File: config.mk
export PLATFORM = sky130hd
export DESIGN_NAME = mmio_address_router
export DESIGN_NICKNAME = d
export VERILOG_FILES = /design/src/rtl/mmio_address_router.sv
export SDC_FILE = /design/constraint.sdc
export NUM_CORES = 1
export LEC_CHECK = 0
export ABC_AREA = 0
export ABC_CLOCK_PERIOD_IN_PS = 4460
export CORE_AREA = 2 2 194 196
export CTS_CLUSTER_DIAMETER = 150
export DETAILED_ROUTE_END_ITERATION = 8
export DIE_AREA = 0 0 196 198
export HOLD_SLACK_MARGIN = 0.03
export SLEW_MARGIN = 40
export SYNTH_ARGS = -nofsm -noshare
export SYNTH_HDL_FRONTEND = slang
export SYNTH_SLANG_ARGS = --single-unit
File: constraint.sdc
create_clock -name clk -period 4.46 [get_ports clk]
set_input_delay 0.446 -clock clk [delete_from_list [all_inputs] [get_ports clk]]
set_output_delay 0.446 -clock clk [all_outputs]
set_load 0.005 [all_outputs]
File: src/rtl/mmio_address_router.sv
// rtl/mmio_address_router.sv - base/mask MMIO router with latched read steering, error response and read timeout
module mmio_address_router #(
    parameter int                                  NUM_SLAVES     = 4,
    parameter int                                  ADDR_WIDTH     = 32,
    parameter int                                  DATA_WIDTH     = 32,
    parameter logic [NUM_SLAVES*ADDR_WIDTH-1:0]    REGION_BASE    = '0,
    parameter logic [NUM_SLAVES*ADDR_WIDTH-1:0]    REGION_MASK    = '0,
    parameter int                                  DEFAULT_SLAVE  = NUM_SLAVES - 1,
    parameter logic [DATA_WIDTH-1:0]               ERR_DATA       = DATA_WIDTH'(32'hDEADBEEF),
    parameter int                                  TIMEOUT_CYCLES = 1024
) (
    input  logic                               clk,
    input  logic                               rst_n,
    input  logic                               m_cmd_start,
    input  logic                               m_cmd_write,
    output logic                               m_cmd_ready,
    input  logic [ADDR_WIDTH-1:0]              m_addr,
    input  logic [DATA_WIDTH-1:0]              m_wdata,
    output logic [DATA_WIDTH-1:0]              m_rdata,
    output logic                               m_rdata_valid,
    output logic                               m_err,
    output logic [NUM_SLAVES-1:0]              s_cmd_start,
    output logic [NUM_SLAVES-1:0]              s_cmd_write,
    input  logic [NUM_SLAVES-1:0]              s_cmd_ready,
    output logic [NUM_SLAVES*ADDR_WIDTH-1:0]   s_addr,
    output logic [NUM_SLAVES*DATA_WIDTH-1:0]   s_wdata,
    input  logic [NUM_SLAVES*DATA_WIDTH-1:0]   s_rdata,
    input  logic [NUM_SLAVES-1:0]              s_rdata_valid
);

    localparam int SW = (NUM_SLAVES > 1) ? $clog2(NUM_SLAVES) : 1;
    localparam int CW = (TIMEOUT_CYCLES > 1) ? $clog2(TIMEOUT_CYCLES) : 1;
    localparam bit LP_HAS_DEFAULT = (DEFAULT_SLAVE < NUM_SLAVES);
    localparam logic [SW-1:0] LP_DEF_SEL = SW'(LP_HAS_DEFAULT ? DEFAULT_SLAVE : 0);
    localparam logic [CW-1:0] LP_LAST = CW'((TIMEOUT_CYCLES > 0) ? TIMEOUT_CYCLES - 1 : 0);
    localparam bit LP_TIMEOUT_ON = (TIMEOUT_CYCLES > 0);

    typedef enum logic [1:0] {
        ST_IDLE     = 2'd0,
        ST_RD_WAIT  = 2'd1,
        ST_ERR_RESP = 2'd2
    } state_t;

    state_t                 r_state;
    logic [SW-1:0]          r_sel;
    logic [CW-1:0]          r_cnt;
    logic                   r_werr;

    logic [NUM_SLAVES-1:0]  w_hit;
    logic                   w_found;
    logic [SW-1:0]          w_hit_sel;
    logic                   w_default;
    logic                   w_routed;
    logic [SW-1:0]          w_sel;
    logic                   w_sel_ready;
    logic                   w_lat_valid;
    logic [DATA_WIDTH-1:0]  w_lat_data;
    logic                   w_expire;
    logic                   w_rd_err;
    logic                   w_accept;

    // Per-region hit, offset address and write-data broadcast
    genvar g;
    generate
        for (g = 0; g < NUM_SLAVES; g++) begin : g_region
            assign w_hit[g] = (m_addr & REGION_MASK[g*ADDR_WIDTH +: ADDR_WIDTH])
                              == REGION_BASE[g*ADDR_WIDTH +: ADDR_WIDTH];
            // The default route carries the raw address; a real hit carries the region offset
            assign s_addr[g*ADDR_WIDTH +: ADDR_WIDTH] =
                (w_default && (w_sel == SW'(g))) ? m_addr
                                                 : m_addr - REGION_BASE[g*ADDR_WIDTH +: ADDR_WIDTH];
            assign s_wdata[g*DATA_WIDTH +: DATA_WIDTH] = m_wdata;
        end
    endgenerate

    // Priority decode: lowest hit index wins
    always_comb begin
        w_found   = 1'b0;
        w_hit_sel = '0;
        for (int i = 0; i < NUM_SLAVES; i++) begin
            if (!w_found && w_hit[i]) begin
                w_found   = 1'b1;
                w_hit_sel = SW'(i);
            end
        end
    end

    assign w_default = !w_found && LP_HAS_DEFAULT;
    assign w_routed  = w_found || w_default;
    assign w_sel     = w_found ? w_hit_sel : LP_DEF_SEL;
    assign w_expire  = LP_TIMEOUT_ON && (r_cnt == LP_LAST);
    assign w_accept  = m_cmd_start && m_cmd_ready;

    // Pick ready of the decoded slave and read response of the latched slave
    always_comb begin
        w_sel_ready = 1'b0;
        w_lat_valid = 1'b0;
        w_lat_data  = '0;
        for (int i = 0; i < NUM_SLAVES; i++) begin
            if (w_sel == SW'(i)) begin
                w_sel_ready = s_cmd_ready[i];
            end
            if (r_sel == SW'(i)) begin
                w_lat_valid = s_rdata_valid[i];
                w_lat_data  = s_rdata[i*DATA_WIDTH +: DATA_WIDTH];
            end
        end
    end

    // Command steering and read response; everything is held at 0 while in reset
    always_comb begin
        s_cmd_start   = '0;
        s_cmd_write   = '0;
        m_cmd_ready   = 1'b0;
        m_rdata       = '0;
        m_rdata_valid = 1'b0;
        w_rd_err      = 1'b0;
        if (rst_n) begin
            case (r_state)
                ST_IDLE: begin
                    if (w_routed) begin
                        for (int i = 0; i < NUM_SLAVES; i++) begin
                            if (w_sel == SW'(i)) begin
                                s_cmd_start[i] = m_cmd_start;
                                s_cmd_write[i] = m_cmd_write;
                            end
                        end
                        m_cmd_ready = w_sel_ready;
                    end else begin
                        m_cmd_ready = 1'b1;
                    end
                end
                ST_RD_WAIT: begin
                    // A real response in the expiry cycle beats the timeout
                    if (w_lat_valid) begin
                        m_rdata_valid = 1'b1;
                        m_rdata       = w_lat_data;
                    end else if (w_expire) begin
                        m_rdata_valid = 1'b1;
                        m_rdata       = ERR_DATA;
                        w_rd_err      = 1'b1;
                    end
                end
                ST_ERR_RESP: begin
                    m_rdata_valid = 1'b1;
                    m_rdata       = ERR_DATA;
                    w_rd_err      = 1'b1;
                end
                default: begin
                end
            endcase
        end
    end

    assign m_err = rst_n && (w_rd_err || r_werr);

    // Read-tracking FSM: latch target on accept, count wait cycles, return to IDLE on completion
    always_ff @(posedge clk) begin
        if (!rst_n) begin
            r_state <= ST_IDLE;
            r_sel   <= '0;
            r_cnt   <= '0;
            r_werr  <= 1'b0;
        end else begin
            r_werr <= 1'b0;
            case (r_state)
                ST_IDLE: begin
                    if (w_accept) begin
                        if (w_routed) begin
                            if (!m_cmd_write) begin
                                r_sel   <= w_sel;
                                r_cnt   <= '0;
                                r_state <= ST_RD_WAIT;
                            end
                        end else if (m_cmd_write) begin
                            r_werr <= 1'b1;
                        end else begin
                            r_state <= ST_ERR_RESP;
                        end
                    end
                end
                ST_RD_WAIT: begin
                    if (w_lat_valid || w_expire) begin
                        r_state <= ST_IDLE;
                    end else begin
                        r_cnt <= r_cnt + CW'(1);
                    end
                end
                ST_ERR_RESP: begin
                    r_state <= ST_IDLE;
                end
                default: begin
                    r_state <= ST_IDLE;
                end
            endcase
        end
    end

endmodule

; ---- After elaboration in Yosys (flattened, before gate mapping)
; Index checks and enable logic that the tools add are counted.
[totals]
reg_bits = 12
latchBits = 0
ramBits = 0
romBits = 0
input_bits = 204
out_inout_bits = 299
wordCells = 42
n_memories = 0
[op_classes]
n_addsub = 1
multipliers = 0
div_mod_pow = 0
n_lt_le_gt_ge = 0
eq_ne = 7
shift = 0
n_mux = 25
n_bitwise = 0
n_reduce_logical = 7
[op_table]
columns = cell, count
row1 = $mux W32, 3
row2 = $pmux W32 S2, 1
row3 = $mux W10, 3
row4 = $pmux W10 S2, 1
row5 = $mux W1, 11
row6 = $add A10 B1 Y10 const B, 1
row7 = $eq A10 B10 Y1 const B, 1
row8 = $ne A2 B2 Y1 const B, 4
row9 = $mux W2, 3
row10 = $pmux W1 S2, 2
row11 = $pmux W2 S2, 1
row12 = $reduce_and A4 Y1, 1
row13 = $reduce_and A3 Y1, 1
row14 = $eq A2 B1 Y1 const B, 1
row15 = $eq A2 B2 Y1 const B, 1
row16 = $logic_and A1 B1 Y1, 2
row17 = $logic_not A2 Y1, 1
row18 = $reduce_bool A2 Y1, 1
row19 = $logic_or A1 B1 Y1, 1

; ---- Longest topological paths before layout
[logic_depth]
depth_word = 6
depth_mapped = 6
ltp_nobuf = 5

; ---- Least setup slack after synthesis
; No wires, ideal clock.
[synth_path]
path_type = register to output
startpoint = reg r_cnt[0]
endpoint = out m_rdata[18]
arrival_time_ns = 1.524
required_time_ns = 4.014
slack_ns = 2.490
path_stages_with_launch = 7
path_buffers = 1
cell_sequence = dfxtp_1 -> ha_1 -> nand4_4 -> nor3_1 -> o21bai_1 -> buf_2 -> a21oi_1
[synth_between]
elab_chain_cells = 5
[synth_rtl]
columns = item, line
row1 = from (decl), 46  ; logic [CW-1:0] r_cnt;
row2 = from (signal assigned), 186  ; r_cnt <= r_cnt + CW'(1);
row3 = $eq A10 B10 Y1, 91  ; assign w_expire = LP_TIMEOUT_ON && (r_cnt == LP_LAST);
row4 = $mux W32, 138  ; end else if (w_expire) begin
row5 = $mux W32, 135  ; if (w_lat_valid) begin
row6 = $pmux W32 S2, 119  ; case (r_state)
row7 = $mux W32, 118  ; if (rst_n) begin
row8 = to (decl), 19  ; output logic [DATA_WIDTH-1:0] m_rdata,
; No other way between the ends.

; ---- Final worst setup path
[layout_path]
startpoint = in rst_n
endpoint = out m_rdata[11]
[layout_between]
elab_chain_cells = 1
[layout_rtl]
columns = item, line
row1 = from (decl), 13  ; input logic rst_n,
row2 = $mux W32, 118
; No other way between the ends.

==> impl_results.md <==
* Status: complete, no violations
* Setup bufs post-CTS at 0
* Net count, final at 436
* Routed wire length at 7320 microns
* Slowest stage delay, CP at 0.86 ns
* # hold bufs at CTS at 0
* TNS Setup at 0 ns
* Hold WC Path Type: flop to flop
* Worst vdd ir at 0.0872 mV
* Most used flip-flop cell after synthesis: dfxtp_1
* Share of post-route cells with drive strength above 1 at 5.22%
* Share of the synthesized area in the top cell type at approximately 66%
* Die area at 38800 sq um
* Post-Syn Area at 3000 sq um
* Reg power frac at 30.1%
* Sequential share of the synthesized area at 7.33%
* Avg Cell Area, Syn at 7.24 sq um
* Most numerous cell on the critical path: clkdlybuf4s50_1
* Rel. slew slack at 58.9%
* Post-route DRC violation count at 0
* Die Ht at 198 microns
* Die W at 196 microns
* Max Buffers Root-to-Sink at 2
* Initial antenna violation count at 0
* Drt first pass iters at 5
* Area delta synth->final at -18.4%
* Overflow after GRT at 0
* First-pass GRT wire length at 9740 microns
* Worst Clk Skew at 0.00207 ns
* CP cell instances: clkdlybuf4s50_1 -> nand2_1 -> o21bai_1 -> buf_4 -> a21oi_1 -> clkdlybuf4s50_1
* Input/output buffers at 74
* RSZ-0062 raised after global routing: no
* Clk sinks at 11
* Routability Congestion at around 0.71
* Combinational power share at between 10% and 20%
* Layout fillers at ~4400
* Crit path max fanout at 24
* Worst path slowest cell: clkdlybuf4s50_1
* EDFF count, synth at 0
* Sw Ratio at a little over a fifth
* Final hold vios at 0
* Worst setup SP type: primary input
* Setup CP Type: primary input to primary output
* DR iter-0 viols at 47
* Largest net degree at the start of global routing at 28
* Max frequency at roughly 330 MHz
* GRT Overall Usage at 3.40%
* CTS Buf Count at 3
* Most frequent cell after synthesis: buf_4
* Final setup viols at 0
* Synth top cells by count: buf_4, inv_1, a21oi_1, and2_1, dfxtp_1
* Worst-Margin Slew at 0.615 ns
* #FFs+latches synth at 11
* Skew-Pair Late Insertion Delay at 0.24 ns
* Yosys cell types at 35
* Vias/cell at 2.26
* Clk pin slew, worst setup/hold paths at approximately 0.040 ns
* Number of global-route vias before repair at 1512
* Average wire per standard cell at 10.4 microns
* CP arrival at approximately 2.6 ns
* DP HPWL at roughly 6100 microns
* Share of total power in the clock network at 50.6%
* Root buffer cell: clkbuf_16
* Via count at 1590
* Final worst path period share at 68.3%
* Post-synth ARST share at 0%
* Post-CTS Resized at 0
* Core Area at 37000 sq um
* Core Util, Final at approximately 6.6%
* Final min period at 3.05 ns
* Antenna diodes at 0
* Pint at between 0.0002 and 0.0003 W
* Num rows at 71
* # IOs at 503
* Yosys warning total at 0
* Req. time, crit path at 4.01 ns
* Power Dens Cells at roughly 130 nW/um^2
* Crit end category: primary output
* Max-cap violations at 0
* CTS tree: built
* Post-route ant nets at 0
* Initial Util at ~8.1%
* H-tree depth at 1
* Post-Synthesis Cells at 415
* Area leader, netlist: buf_4
* NetSw at 0.0000713 W
* Final-report max-slew violation count at 0
* Lkg Pwr at 0.768 nW
* Area contributors post-synth: buf_4, dfxtp_1, a21oi_1
[worst paths after layout]
kind / startpoint / end / slack (ns) / cells after the start
max: rst_n / m_rdata[11] / 1.41 / 6
min: r_cnt[1] / r_cnt[1] / 0.50 / 2
max reg2reg: r_cnt[0] / r_cnt[7] / 2.63 / 5
min reg2reg: r_cnt[1] / r_cnt[1] / 0.50 / 2
[routing by layer]
layer / up-vias / part of all wire, % / GRT usage (%)
met5: - / 0 / 0
met2: 212 / 44 / 5.55
met1: 627 / 20 / 2.02
met4: 0 / 10 / 3.82
met3: 71 / 25 / 3.10
li1: 680 / - / -
[layout make-up]
| type | instances | area [sq um] | share of cell area (%) |
|---|---|---|---|
| sequential | 11 | 220 | 8.98 |
| tap | 474 | 593 | 24.2 |
| clock buffer | 4 | 78.8 | 3.22 |
| multi-input combinational | 109 | 687 | 28.0 |
| inverter | 29 | 109 | 4.44 |
| timing repair buffer | 77 | 763 | 31.1 |
[kinds of logic after synthesis]
logic type | after synthesis | synth area share (%)
fa+ha+maj | 1 | 0.417
simple gates | 56 | 11.5
buf+inv | 300 | 70.4
flops | 11 | 7.33
compound gates | 45 | 9.83
mux | 1 | 0.375
other cells | 1 | 0.125
[per-stage QoR]
step / worst slack (ns) / power [W] / instance area [sq um] / instances / hold slack (ns)
2_1_floorplan: 2.49 / 0.000311 / 3020 / 420 / 0.469
3_3_place_gp: 1.44 / 0.000165 / 2370 / 700 / 0.490
3_5_place_dp: 1.41 / 0.000165 / 2370 / 700 / 0.495
4_1_cts: 1.42 / 0.000332 / 2450 / 704 / 0.501
5_1_grt: 1.23 / 0.000344 / 2450 / 704 / 0.531
6_report: 1.41 / 0.000330 / 2450 / 704 / 0.499
[flip-flops by register name (all words and copies together), names as in the netlist]
register,count
r_cnt,10
r_state,1
[power by group through the flow]
stage               Clock [W]  Sequential (W)  Combinational (W)
finish               0.000167       0.0000993          0.0000639
global route         0.000174       0.0000992          0.0000708
CTS                  0.000169       0.0000993          0.0000642
detailed placement          0        0.000101          0.0000640
global placement            0        0.000101          0.0000638
floorplan                   0        0.000101           0.000210
[worst max-delay path, delay by kind of cell]
family	cells	cell delay, ns
AO/OA/AOI/OAI	2	0.35
buffers and inverters	3	1.61
AND/OR/NAND/NOR	1	0.20
[placed cells by master (no fill, tap or decap), types with 2 or more instances in the layout]
master	Yosys	routed
and2_1	12	12
clkbuf_16	0	3
nand3b_1	3	3
nor2_1	4	4
nor3b_1	2	2
o211ai_1	2	2
buf_4	262	3
o311ai_1	2	2
nor3_1	4	4
dfxtp_1	11	11
nand3_1	7	7
nand4b_1	3	3
inv_1	29	29
nand2_1	8	8
o2111ai_1	4	4
clkdlybuf4s50_1	0	74
o21ai_0	3	3
conb_1	1	6
nand2b_1	2	2
a21oi_1	28	28
nand4_1	4	4
nor2b_1	2	2
Power figures use the tool's default switching activity.
